[src/rtl/vend_session_ctrl_if.sv]
// Key and status bundle between the board keys, the vending session controller and its drivers.
interface vend_session_ctrl_if;
    logic [2:0] key_value;
    logic [3:0] credit;
    logic       dispense;
    logic       change_pulse;
    logic       beep;
    logic       busy;

    modport master (output key_value, input credit, dispense, change_pulse, beep, busy);
    modport slave  (input key_value, output credit, dispense, change_pulse, beep, busy);
endinterface

[src/rtl/vend_session_ctrl.sv]
// Vending session controller: key conditioning, credit tracking, vend/payout/beep sequencing.
// Optional idle auto-refund is built only when VEND_TIMEOUT_EN is defined.
module vend_session_ctrl #(
    parameter int DEB_CNT     = 16,
    parameter int PRICE       = 5,
    parameter int CHG_GAP     = 4,
    parameter int BEEP_CYCLES = 8,
    parameter int TIMEOUT     = 4000
) (
    input  logic                clk,
    input  logic                rst_n,
    vend_session_ctrl_if.slave  bus
);
    typedef enum logic [2:0] {S_IDLE, S_COLLECT, S_VEND, S_CHANGE, S_REFUND, S_DONE} state_t;

    localparam int DEB_W  = $clog2(DEB_CNT + 1);
    localparam int GAP_W  = $clog2(CHG_GAP + 1);
    localparam int BEEP_W = $clog2(BEEP_CYCLES + 1);

    if (PRICE < 1 || PRICE > 13 || CHG_GAP < 2 || BEEP_CYCLES < 1 || TIMEOUT < 1 || DEB_CNT < 1) begin : g_bad_params
        $error("vend_session_ctrl: illegal parameter value");
    end

    logic [2:0] ev;

    // Per key: two-flop synchronizer, then a debounced level that flips after DEB_CNT stable cycles.
    for (genvar gi = 0; gi < 3; gi++) begin : g_key
        logic             sync1_q, sync1_d, sync2_q, sync2_d;
        logic             level_q, level_d, ev_q, ev_d;
        logic [DEB_W-1:0] cnt_q, cnt_d;

        always_comb begin
            sync1_d = bus.key_value[gi];
            sync2_d = sync1_q;
            level_d = level_q;
            ev_d    = 1'b0;
            cnt_d   = '0;
            if (sync2_q != level_q) begin
                if (cnt_q == DEB_W'(DEB_CNT - 1)) begin
                    level_d = sync2_q;
                    ev_d    = ~sync2_q;
                end else begin
                    cnt_d = cnt_q + DEB_W'(1);
                end
            end
        end

        always_ff @(posedge clk or negedge rst_n) begin
            if (!rst_n) begin
                sync1_q <= 1'b1;
                sync2_q <= 1'b1;
                level_q <= 1'b1;
                ev_q    <= 1'b0;
                cnt_q   <= '0;
            end else begin
                sync1_q <= sync1_d;
                sync2_q <= sync2_d;
                level_q <= level_d;
                ev_q    <= ev_d;
                cnt_q   <= cnt_d;
            end
        end

        assign ev[gi] = ev_q;
    end

    state_t            state_q, state_d;
    logic [3:0]        credit_q, credit_d;
    logic              dispense_q, dispense_d;
    logic              pulse_q, pulse_d;
    logic              beep_q, beep_d;
    logic              busy_q, busy_d;
    logic [GAP_W-1:0]  gap_q, gap_d;
    logic [BEEP_W-1:0] beep_cnt_q, beep_cnt_d;

    logic [2:0] ev_ok;
    logic       cancel_ev, coin_ev, timeout_hit;
    logic [3:0] coin_val, credit_sum;

    // Cancel beats 1.0 beats 0.5; anything arriving while busy is dropped.
    assign ev_ok      = busy_q ? 3'b000 : ev;
    assign cancel_ev  = ev_ok[0];
    assign coin_ev    = ~ev_ok[0] & (ev_ok[1] | ev_ok[2]);
    assign coin_val   = ev_ok[2] ? 4'd2 : 4'd1;
    assign credit_sum = credit_q + coin_val;

`ifdef VEND_TIMEOUT_EN
    localparam int TMR_W = $clog2(TIMEOUT + 1);
    logic [TMR_W-1:0] timer_q, timer_d;
    logic             phase_q, phase_d;

    // Timer advances on every second COLLECT cycle; a coin (or leaving COLLECT) clears it.
    always_comb begin
        timer_d     = '0;
        phase_d     = 1'b0;
        timeout_hit = 1'b0;
        if (state_q == S_COLLECT && !coin_ev) begin
            phase_d     = ~phase_q;
            timer_d     = phase_q ? timer_q + TMR_W'(1) : timer_q;
            timeout_hit = phase_q && (timer_q == TMR_W'(TIMEOUT - 1));
        end
    end

    always_ff @(posedge clk or negedge rst_n) begin
        if (!rst_n) begin
            timer_q <= '0;
            phase_q <= 1'b0;
        end else begin
            timer_q <= timer_d;
            phase_q <= phase_d;
        end
    end
`else
    assign timeout_hit = 1'b0;
`endif

    always_comb begin
        state_d    = state_q;
        credit_d   = credit_q;
        pulse_d    = 1'b0;
        beep_d     = 1'b0;
        gap_d      = gap_q;
        beep_cnt_d = beep_cnt_q;
        unique case (state_q)
            S_IDLE: begin
                if (coin_ev) begin
                    credit_d = credit_sum;
                    state_d  = (credit_sum >= 4'(PRICE)) ? S_VEND : S_COLLECT;
                end
            end
            S_COLLECT: begin
                if (cancel_ev) begin
                    if (credit_q != 4'd0) begin
                        state_d = S_REFUND;
                        pulse_d = 1'b1;
                        gap_d   = '0;
                    end else begin
                        state_d = S_IDLE;
                    end
                end else if (coin_ev) begin
                    credit_d = credit_sum;
                    if (credit_sum >= 4'(PRICE)) state_d = S_VEND;
                end else if (timeout_hit) begin
                    state_d = S_REFUND;
                    pulse_d = 1'b1;
                    gap_d   = '0;
                end
            end
            S_VEND: begin
                credit_d = credit_q - 4'(PRICE);
                if (credit_q != 4'(PRICE)) begin
                    state_d = S_CHANGE;
                    pulse_d = 1'b1;
                    gap_d   = '0;
                end else begin
                    state_d    = S_DONE;
                    beep_d     = 1'b1;
                    beep_cnt_d = '0;
                end
            end
            S_CHANGE, S_REFUND: begin
                // A pulse cycle pays one half-unit; otherwise count towards the next pulse.
                if (pulse_q) begin
                    credit_d = credit_q - 4'd1;
                    gap_d    = GAP_W'(1);
                    if (credit_q == 4'd1) begin
                        state_d    = S_DONE;
                        beep_d     = 1'b1;
                        beep_cnt_d = '0;
                    end
                end else begin
                    gap_d   = gap_q + GAP_W'(1);
                    pulse_d = (gap_q + GAP_W'(1)) == GAP_W'(CHG_GAP);
                end
            end
            S_DONE: begin
                if (beep_cnt_q == BEEP_W'(BEEP_CYCLES - 1)) begin
                    state_d    = S_IDLE;
                    beep_cnt_d = '0;
                end else begin
                    beep_d     = 1'b1;
                    beep_cnt_d = beep_cnt_q + BEEP_W'(1);
                end
            end
            default: state_d = S_IDLE;
        endcase
        dispense_d = (state_d == S_VEND);
        busy_d     = (state_d == S_VEND) || (state_d == S_CHANGE) ||
                     (state_d == S_REFUND) || (state_d == S_DONE);
    end

    always_ff @(posedge clk or negedge rst_n) begin
        if (!rst_n) begin
            state_q    <= S_IDLE;
            credit_q   <= 4'd0;
            dispense_q <= 1'b0;
            pulse_q    <= 1'b0;
            beep_q     <= 1'b0;
            busy_q     <= 1'b0;
            gap_q      <= '0;
            beep_cnt_q <= '0;
        end else begin
            state_q    <= state_d;
            credit_q   <= credit_d;
            dispense_q <= dispense_d;
            pulse_q    <= pulse_d;
            beep_q     <= beep_d;
            busy_q     <= busy_d;
            gap_q      <= gap_d;
            beep_cnt_q <= beep_cnt_d;
        end
    end

    assign bus.credit       = credit_q;
    assign bus.dispense     = dispense_q;
    assign bus.change_pulse = pulse_q;
    assign bus.beep         = beep_q;
    assign bus.busy         = busy_q;
endmodule
[src/flat_wrapper.sv]
// flat-port wrapper written by rule: the top's interface ports become plain ports
module vend_session_ctrl_flat 
#(
    parameter int DEB_CNT     = 16,
    parameter int PRICE       = 5,
    parameter int CHG_GAP     = 4,
    parameter int BEEP_CYCLES = 8,
    parameter int TIMEOUT     = 4000
)
  (clk, rst_n, bus_key_value, bus_credit, bus_dispense, bus_change_pulse, bus_beep, bus_busy);
  vend_session_ctrl_if bus_i ();
  input  logic clk;
  input  logic rst_n;
  input wire logic [$bits(bus_i.key_value)-1:0] bus_key_value;
  output wire logic [$bits(bus_i.credit)-1:0] bus_credit;
  output wire logic [$bits(bus_i.dispense)-1:0] bus_dispense;
  output wire logic [$bits(bus_i.change_pulse)-1:0] bus_change_pulse;
  output wire logic [$bits(bus_i.beep)-1:0] bus_beep;
  output wire logic [$bits(bus_i.busy)-1:0] bus_busy;
  assign bus_i.key_value = bus_key_value;
  assign bus_credit = bus_i.credit;
  assign bus_dispense = bus_i.dispense;
  assign bus_change_pulse = bus_i.change_pulse;
  assign bus_beep = bus_i.beep;
  assign bus_busy = bus_i.busy;
  vend_session_ctrl #(.DEB_CNT(DEB_CNT), .PRICE(PRICE), .CHG_GAP(CHG_GAP), .BEEP_CYCLES(BEEP_CYCLES), .TIMEOUT(TIMEOUT)) u_core (.clk(clk), .rst_n(rst_n), .bus(bus_i));
endmodule
[config.mk]
export PLATFORM = sky130hd
export DESIGN_NAME = vend_session_ctrl_flat
export DESIGN_NICKNAME = d
export VERILOG_FILES = /design/src/rtl/vend_session_ctrl_if.sv /design/src/rtl/vend_session_ctrl.sv /design/src/flat_wrapper.sv
export SDC_FILE = /design/constraint.sdc
export NUM_CORES = 1
export LEC_CHECK = 0
export CAP_MARGIN = 20
export CORE_ASPECT_RATIO = 0.7
export CORE_UTILIZATION = 56
export CTS_CLUSTER_SIZE = 25
export DETAILED_ROUTE_END_ITERATION = 8
export GPL_ROUTABILITY_DRIVEN = 0
export PLACE_DENSITY = 0.76
export SLEW_MARGIN = 20
export SYNTH_ARGS = -nofsm -noshare
export SYNTH_HDL_FRONTEND = slang
export SYNTH_SLANG_ARGS = --single-unit
[constraint.sdc]
create_clock -name clk -period 5.1 [get_ports clk]
set_clock_uncertainty 0.05 [all_clocks]
set_input_delay 0.51 -clock clk [delete_from_list [all_inputs] [get_ports clk]]
set_output_delay 0.51 -clock clk [all_outputs]
set_load 0.05 [all_outputs]
==> results.py, run 1 <==
metrics = {
    "run_status": {
        "status": "completed",
    },
    "logic_synthesis": {
        "synthSimpleGateAreaFrac": 0.1742,
        "synth-seq-cells": 45,
        "synth_flop_cell": "dfrtp_1",
        "synth_top_area_frac": 0.4007,
        "muxShareOfSynthArea": 0.01503,
        "synth_top_family_by_area": "simple AND/OR/NAND/NOR gates",
        "postSynthCellCount": 216,
        "ys_async_sr_fraction": 1.000,
        "synth_area_um2": 2248,
        "synthAdderAreaFrac": 0.06622,
        "synth-xor-area-share": 0.05064,
        "synth_largest_area_cell": "dfrtp_1",
        "synth-compound-area-share": 0.1597,
        "yosys.cell_types.count": 47,
        "ys_top_cells_by_area": "dfrtp_1, dfstp_2, ha_1, a21oi_1, o21ai_0",
        "avgSynthCellArea_um2": 10.41,
        "synth_edf_count": 0,
        "yosysWarnings": 0,
        "syn_nets": 232,
        "yosysSeqAreaShare": 0.5058,
    },
    "global_routing": {
        "grt_pass1_wl_um": 7024,
        "antenna_found_initial": 0,
        "grt_start_max_net_pins": 46,
        "gr-usage-all-layers": 0.2199,
        "grt_pass1_vias": 1548,
        "grt_remaining_overflow": 0,
    },
    "placement": {
        "dp_hpwl_um": 2995,
        "placedInstanceArea_um2": 2400,
        "io_buffers": 12,
    },
    "clock_tree": {
        "post_cts_buffers": 0,
        "cts_made_buffers": 5,
        "clock_latency_ns": 0.30,
        "cts-root-buf": "clkbuf_8",
        "clk_pin_slew_ns": 0.09,
        "post_cts_resized": 0,
        "cts_hold_buf": 0,
        "cts.sinks": 45,
        "clk_path_buf_depth": 2,
        "cts_tree": "yes",
        "htree_levels": 2,
    },
    "worst_setup_path": {
        "path_class": "reg2out",
        "cp.required_ns": 4.54,
        "cp_slowest_stage_delay_ns": 0.90,
        "ff2ff_setup_slack_ns": 2.70,
        "end_kind": "primary output",
        "path_buf_inv": 1,
        "startpoint_type": "register",
        "crit_path_cell_trace": "clkdlybuf4s50_1",
        "crit_cells": 1,
        "arrival_ns": 1.87,
        "r2r.worst_path.cells": 8,
        "crit_family": "buffers and inverters",
        "crit_fanout": 17,
        "crit_path_top_delay_cell": "clkdlybuf4s50_1",
    },
    "timing": {
        "rsz0062_at_grt": "false",
        "setup_tns_ns": 0,
        "finalCritPeriodShare": 0.4763,
        "max_freq_mhz": 411.7,
        "slew_viol_final": 0,
        "period_minus_slack_ns": 2.429,
        "finalHoldViolCount": 0,
        "setup_violations": 0,
        "worst_pin_slew_ns": 0.9361,
        "slew_headroom": 0.3759,
    },
    "route": {
        "ant_nets": 0,
        "drtIter0Drc": 151,
        "drcViolationCount": 0,
        "via_per_inst": 5.900,
        "wl_met2_um": 1994,
        "routed_wirelength_um": 4139,
        "topRoutingLayerUsed": "met4",
        "routed-wl-met3_um": 253,
        "wl_per_cell_um": 14.78,
        "wl_met1_um": 1824,
        "via_count": 1652,
        "drt_first_pass_iters": 4,
    },
    "cells_and_area": {
        "diodes": 0,
        "fin_nets": 245,
        "final_area_um2": 2511,
        "fillers": 271,
        "areaGrowthSynthToFinish_pct": 11.69,
        "layout-drive-gt1-share": 0.1087,
    },
    "pwr": {
        "p_comb_frac": 0.033,
        "vdd_drop_max_mv": 0.1782,
        "p_seq_frac": 0.561,
        "swShare": 0.2119,
        "power_frac_clock": 0.406,
        "p_sw_mw": 0.1408,
        "leakagePower_nw": 1.165,
        "power.density_nw_per_um2": 264.6,
        "internal_power_mw": 0.5236,
    },
    "die": {
        "initial_core_util": 0.6125,
        "io_pins": 13,
        "die_area_um2": 4277,
        "fp-row-count": 18,
        "die_h_um": 55.02,
        "core_um2": 3671,
        "fp.dieW_um": 77.74,
    },
    "hold_path": {
        "min_path_type": "in2async",
    },
    "job": {
        "maxCapViolCount": 0,
    },
}
[cell usage after synthesis (2+ instances only)]
cell type	count
dfrtp_1	36
nor2_1	18
a21oi_1	14
nand2_1	14
o21ai_0	14
ha_1	11
inv_1	10
dfstp_2	9
xor2_1	7
nand3_1	6
nor3_1	6
xnor2_1	6
a22o_1	5
and2_1	5
nor2b_1	5
and3_1	4
buf_2	3
clkbuf_1	3
mux2_2	3
nand3b_1	3
nor4b_1	3
a22oi_1	2
o211ai_1	2
o21a_1	2
o31ai_1	2
or3_1	2
[through the flow]
stage                     power (mW)  utilization  setup slack, ns  hold WS, ns  std cells
final                         0.6643       0.6840            2.671       0.2951        280
after global routing          0.6907       0.6840            2.531       0.3177        280
after CTS                     0.6760       0.6840            2.677       0.3138        280
after detailed placement      0.4020       0.6537            2.779       0.3004        272
after global placement        0.4002       0.6537            2.908       0.2959        272
after floorplan               0.3893            -            2.673       0.1644        216
[registers in the layout, indices dropped and copies added (netlist names)]
signal / flops
u_core.bus.change_pulse: 1
u_core.g_key.sync1_q: 3
u_core.bus.credit: 4
u_core.bus.dispense: 1
u_core.beep_cnt_q: 4
u_core.g_key.ev_q: 3
u_core.bus.busy: 1
u_core.gap_q: 3
u_core.g_key.cnt_q: 15
u_core.g_key.level_q: 3
u_core.state_q: 3
u_core.g_key.sync2_q: 3
u_core.bus.beep: 1
[power groups by stage]
stage                     Sequential (mW)  Combinational [mW]  Clock, mW
after floorplan                     0.378              0.0112          0
after global placement              0.379              0.0216          0
after detailed placement            0.380              0.0225          0
after CTS                           0.373              0.0226      0.281
after global routing                0.374              0.0256      0.291
final                               0.373              0.0217      0.270
[kinds of logic (layout without fill, tap and decap cells)]
group / after synthesis / count (layout)
DFF: 45 / 45
and+or+nand+nor: 73 / 73
adders and majority gates: 12 / 12
xor gates and xnor gates: 13 / 13
buffers and inverters: 16 / 30
muxes: 3 / 3
AOI/OAI and AO/OA: 54 / 54
[worst paths after layout]
path / start / to
worst max-delay path: u_core.bus.credit[2]$_DFFE_PN0P_ / bus_credit[2]
worst min-delay path: rst_n / u_core.bus.credit[2]$_DFFE_PN0P_
worst max register to register: u_core.bus.busy$_DFF_PN0_ / u_core.state_q[0]$_DFF_PN0_
worst min register to register: u_core.g_key[2].sync1_q$_DFF_PN1_ / u_core.g_key[2].sync2_q$_DFF_PN1_
max in group asynchronous: rst_n / u_core.g_key[0].cnt_q[0]$_DFF_PN0_
min in group clk: u_core.g_key[2].sync1_q$_DFF_PN1_ / u_core.g_key[2].sync2_q$_DFF_PN1_
[per-layer routing]
metal	vias up	track usage
li1	793	-
met1	795	0.2658
met2	55	0.3850
met3	9	0.05082
met4	0	0.1101
met5	-	0
[cells in the final DEF, fill, tap and decap left out, types with 3 or more instances in the layout]
master	Yosys	routed
clkbuf_8	0	5
nor3_1	6	6
a21oi_1	14	14
inv_1	10	10
a22o_1	5	5
nor4b_1	3	3
o21ai_0	14	14
dfrtp_1	36	36
xor2_1	7	7
nand3_1	6	6
ha_1	11	11
mux2_2	3	3
clkdlybuf4s50_1	0	11
nor2_1	18	18
and3_1	4	4
dfstp_2	9	9
and2_1	5	5
xnor2_1	6	6
nand2_1	14	14
nor2b_1	5	5
nand3b_1	3	3
[cell type report]
type                            instances  area [um2]  area share
Sequential cell                        45        1137      0.4529
Multi-Input combinational cell        155        1047      0.4170
Timing Repair Buffer                   12       115.1     0.04584
Clock buffer                            6       72.57     0.02890
Tap cell                               50       62.56     0.02491
Clock inverter                          2       38.79     0.01545
Inverter                               10       37.54     0.01495
Note: power is estimated with default switching activity, not from simulation.
==> run 2: changes to the inputs <==
==> constraint.sdc (replaced) <==
create_clock -name clk -period 2.3 [get_ports clk]
set_clock_uncertainty 0.05 [all_clocks]
set_input_delay 0.23 -clock clk [delete_from_list [all_inputs] [get_ports clk]]
set_output_delay 0.23 -clock clk [all_outputs]
set_load 0.05 [all_outputs]
==> run 2 against run 1 <==
Clock power rose by 130%. Critical path type is now reg2reg. First-iteration DRC count rose by 7.9%. Hold slack worse by 0.027 ns. Non-clock buffer count increased by 3. Power grew 130%. Combinational power is 150% higher. Flip-flop and latch count did not move. Setup slack got worse by 2.6 ns. Die area stayed put. Critical endpoint is now u_core.state_q[0]$_DFF_PN0_. Global-route usage increased by 0.34 points. Design area up 1.6%. Via count fell by 0.42%.
==> results.py, run 2 (synthesis results as in run 1) <==
metrics = {
    "worst_setup_path": {
        "path_class": "reg2reg",
        "startpoint_type": "register",
        "crit_family": "compound AO/OA/AOI/OAI gates",
        "crit_fanout": 6,
        "crit_path_top_delay_cell": "dfrtp_2",
        "crit_cells": 8,
        "cp.required_ns": 2.46,
        "crit_top_cell": "ha_1",
        "r2r_end": "u_core.state_q[0]$_DFF_PN0_",
        "cp_slowest_stage_delay_ns": 0.45,
        "arrival_ns": 2.34,
        "ff2ff_setup_slack_ns": 0.11,
        "r2r.worst_path.cells": 8,
        "end_kind": "register",
        "crit_path_cell_trace": "nor2b_4 > inv_1 > ha_1 > ha_1 > a21oi_1 > o21ai_0 > a311o_1 > a41o_1",
        "worstReg2RegStart": "u_core.bus.busy$_DFF_PN0_",
        "path_buf_inv": 1,
    },
    "clock_tree": {
        "post_cts_buffers": 0,
        "htree_levels": 2,
        "cts_tree": "yes",
        "cts.sinks": 45,
        "clock_latency_ns": 0.31,
        "cts-root-buf": "clkbuf_8",
        "clk_path_buf_depth": 2,
        "clk_pin_slew_ns": 0.10,
        "cts_made_buffers": 5,
    },
    "route": {
        "topRoutingLayerUsed": "met4",
        "via_count": 1645,
        "wl_per_cell_um": 15.29,
        "wl_met2_um": 1984,
        "drt_first_pass_iters": 4,
        "routed_wirelength_um": 4326,
        "wl_met1_um": 2010,
        "drtIter0Drc": 163,
        "routed-wl-met3_um": 254,
        "ant_nets": 0,
        "via_per_inst": 5.813,
        "drcViolationCount": 0,
    },
    "placement": {
        "placed_cells": 274,
        "post-place-ws_ns": 0.02702,
        "dp_hpwl_um": 3168,
        "io_buffers": 12,
    },
    "timing": {
        "setup_violations": 0,
        "finalHoldViolCount": 0,
        "setup_tns_ns": 0,
        "slew_headroom": 0.6170,
        "holdWs_ns": 0.2683,
        "max_freq_mhz": 457.3,
        "rsz0062_at_grt": "false",
        "slew_viol_final": 0,
        "layout_setup_ws_ns": 0.1132,
        "finalCritPeriodShare": 0.9508,
        "worst_pin_slew_ns": 0.5701,
        "period_minus_slack_ns": 2.187,
    },
    "pwr": {
        "leakagePower_nw": 1.179,
        "power_frac_clock": 0.416,
        "p_comb_frac": 0.035,
        "internal_power_mw": 1.168,
        "p_seq_frac": 0.549,
        "vdd_drop_max_mv": 0.5152,
        "p_sw_mw": 0.3392,
        "power_mw": 1.507,
        "swShare": 0.2250,
        "power.density_nw_per_um2": 590.9,
    },
    "cells_and_area": {
        "final_common_cell": "dfrtp_1",
        "multi_input_comb_area_um2": 1052,
        "stdcell_count": 283,
        "areaGrowthSynthToFinish_pct": 13.47,
        "fin_nets": 248,
        "top_register": "u_core.g_key.cnt_q",
        "largest_register_ffs": 15,
        "layout-drive-gt1-share": 0.1288,
        "diodes": 0,
        "seq_area_um2": 1140,
        "fillers": 256,
        "mostFrequentLayoutCells": "dfrtp_1, nor2_1, a21oi_1, o21ai_0, nand2_1",
    },
    "die": {
        "initial_core_util": 0.6125,
        "fp.dieW_um": 77.74,
        "die_area_um2": 4277,
        "fp-row-count": 18,
        "io_pins": 13,
        "die_h_um": 55.02,
        "core_um2": 3671,
    },
    "global_routing": {
        "antenna_found_initial": 0,
        "grt_pass1_wl_um": 6962,
        "gr-usage-all-layers": 0.2233,
        "grt_pass1_vias": 1503,
        "grt_start_max_net_pins": 27,
        "grt_remaining_overflow": 0,
    },
    "hold_path": {
        "holdPathEnd": "u_core.g_key[2].sync1_q$_DFF_PN1_",
        "whs_path_depth": 1,
        "holdCritStartpoint": "bus_key_value[2]",
        "min_path_type": "in2reg",
    },
    "run_status": {
        "status": "completed",
    },
    "job": {
        "maxCapViolCount": 0,
    },
}
-- run 2: changes by cell type in the layout (fill, tap and decap cells not counted), sizes merged --
cell         change
buf              +2
clkbuf           -1
clkinv           +1
dlygate4sd3      +1
-- run 2: final cells by class --
class	count	share of cell area
repair buffers	15	0.05493
well taps	50	0.02452
clock buffers	5	0.02697
flip-flops and latches	45	0.4468
inverters	10	0.01471
multi-input cells	155	0.4125
clock inverters	3	0.01962
-- run 2: worst max-delay path by stage --
stage,start,to,slack (ns)
2_1_floorplan,u_core.bus.busy$_DFF_PN0_,u_core.state_q[0]$_DFF_PN0_,0.03
3_3_place_gp,u_core.bus.busy$_DFF_PN0_,u_core.state_q[0]$_DFF_PN0_,0.10
3_5_place_dp,u_core.bus.busy$_DFF_PN0_,u_core.state_q[0]$_DFF_PN0_,0.03
4_1_cts,u_core.bus.busy$_DFF_PN0_,u_core.state_q[0]$_DFF_PN0_,0.02
5_1_grt,u_core.bus.busy$_DFF_PN0_,u_core.state_q[0]$_DFF_PN0_,0.02
6_report,u_core.bus.busy$_DFF_PN0_,u_core.state_q[0]$_DFF_PN0_,0.11
-- run 2: stage by stage --
stage	utilization	cell area, um2
global route	0.6950	2551
CTS	0.6936	2546
floorplan	-	2252
finish	0.6950	2551
detailed placement	0.6585	2417
global placement	0.6585	2417
-- run 2: metal layers --
layer  track usage  vias to the layer above
li1              -                      797
met1        0.2884                      780
met2        0.3628                       58
met3       0.05082                       10
met4        0.1195                        0
met5             0                        -
-- run 2: timing repair --
| item | CTS | global route |
|---|---|---|
| hold buffers | 1 | 0 |
| setup endpoints to repair | 0 | 4 |
| endpoints found under the hold margin | 16 | 0 |
| resized for setup | 0 | 1 |
-- run 2: power by group through the flow --
stage | Combinational [mW] | Sequential, mW | Clock (mW)
finish | 0.0535 | 0.827 | 0.627
global route | 0.0632 | 0.829 | 0.664
CTS | 0.0555 | 0.827 | 0.636
detailed placement | 0.0542 | 0.842 | 0
global placement | 0.0498 | 0.840 | 0
floorplan | 0.0248 | 0.838 | 0
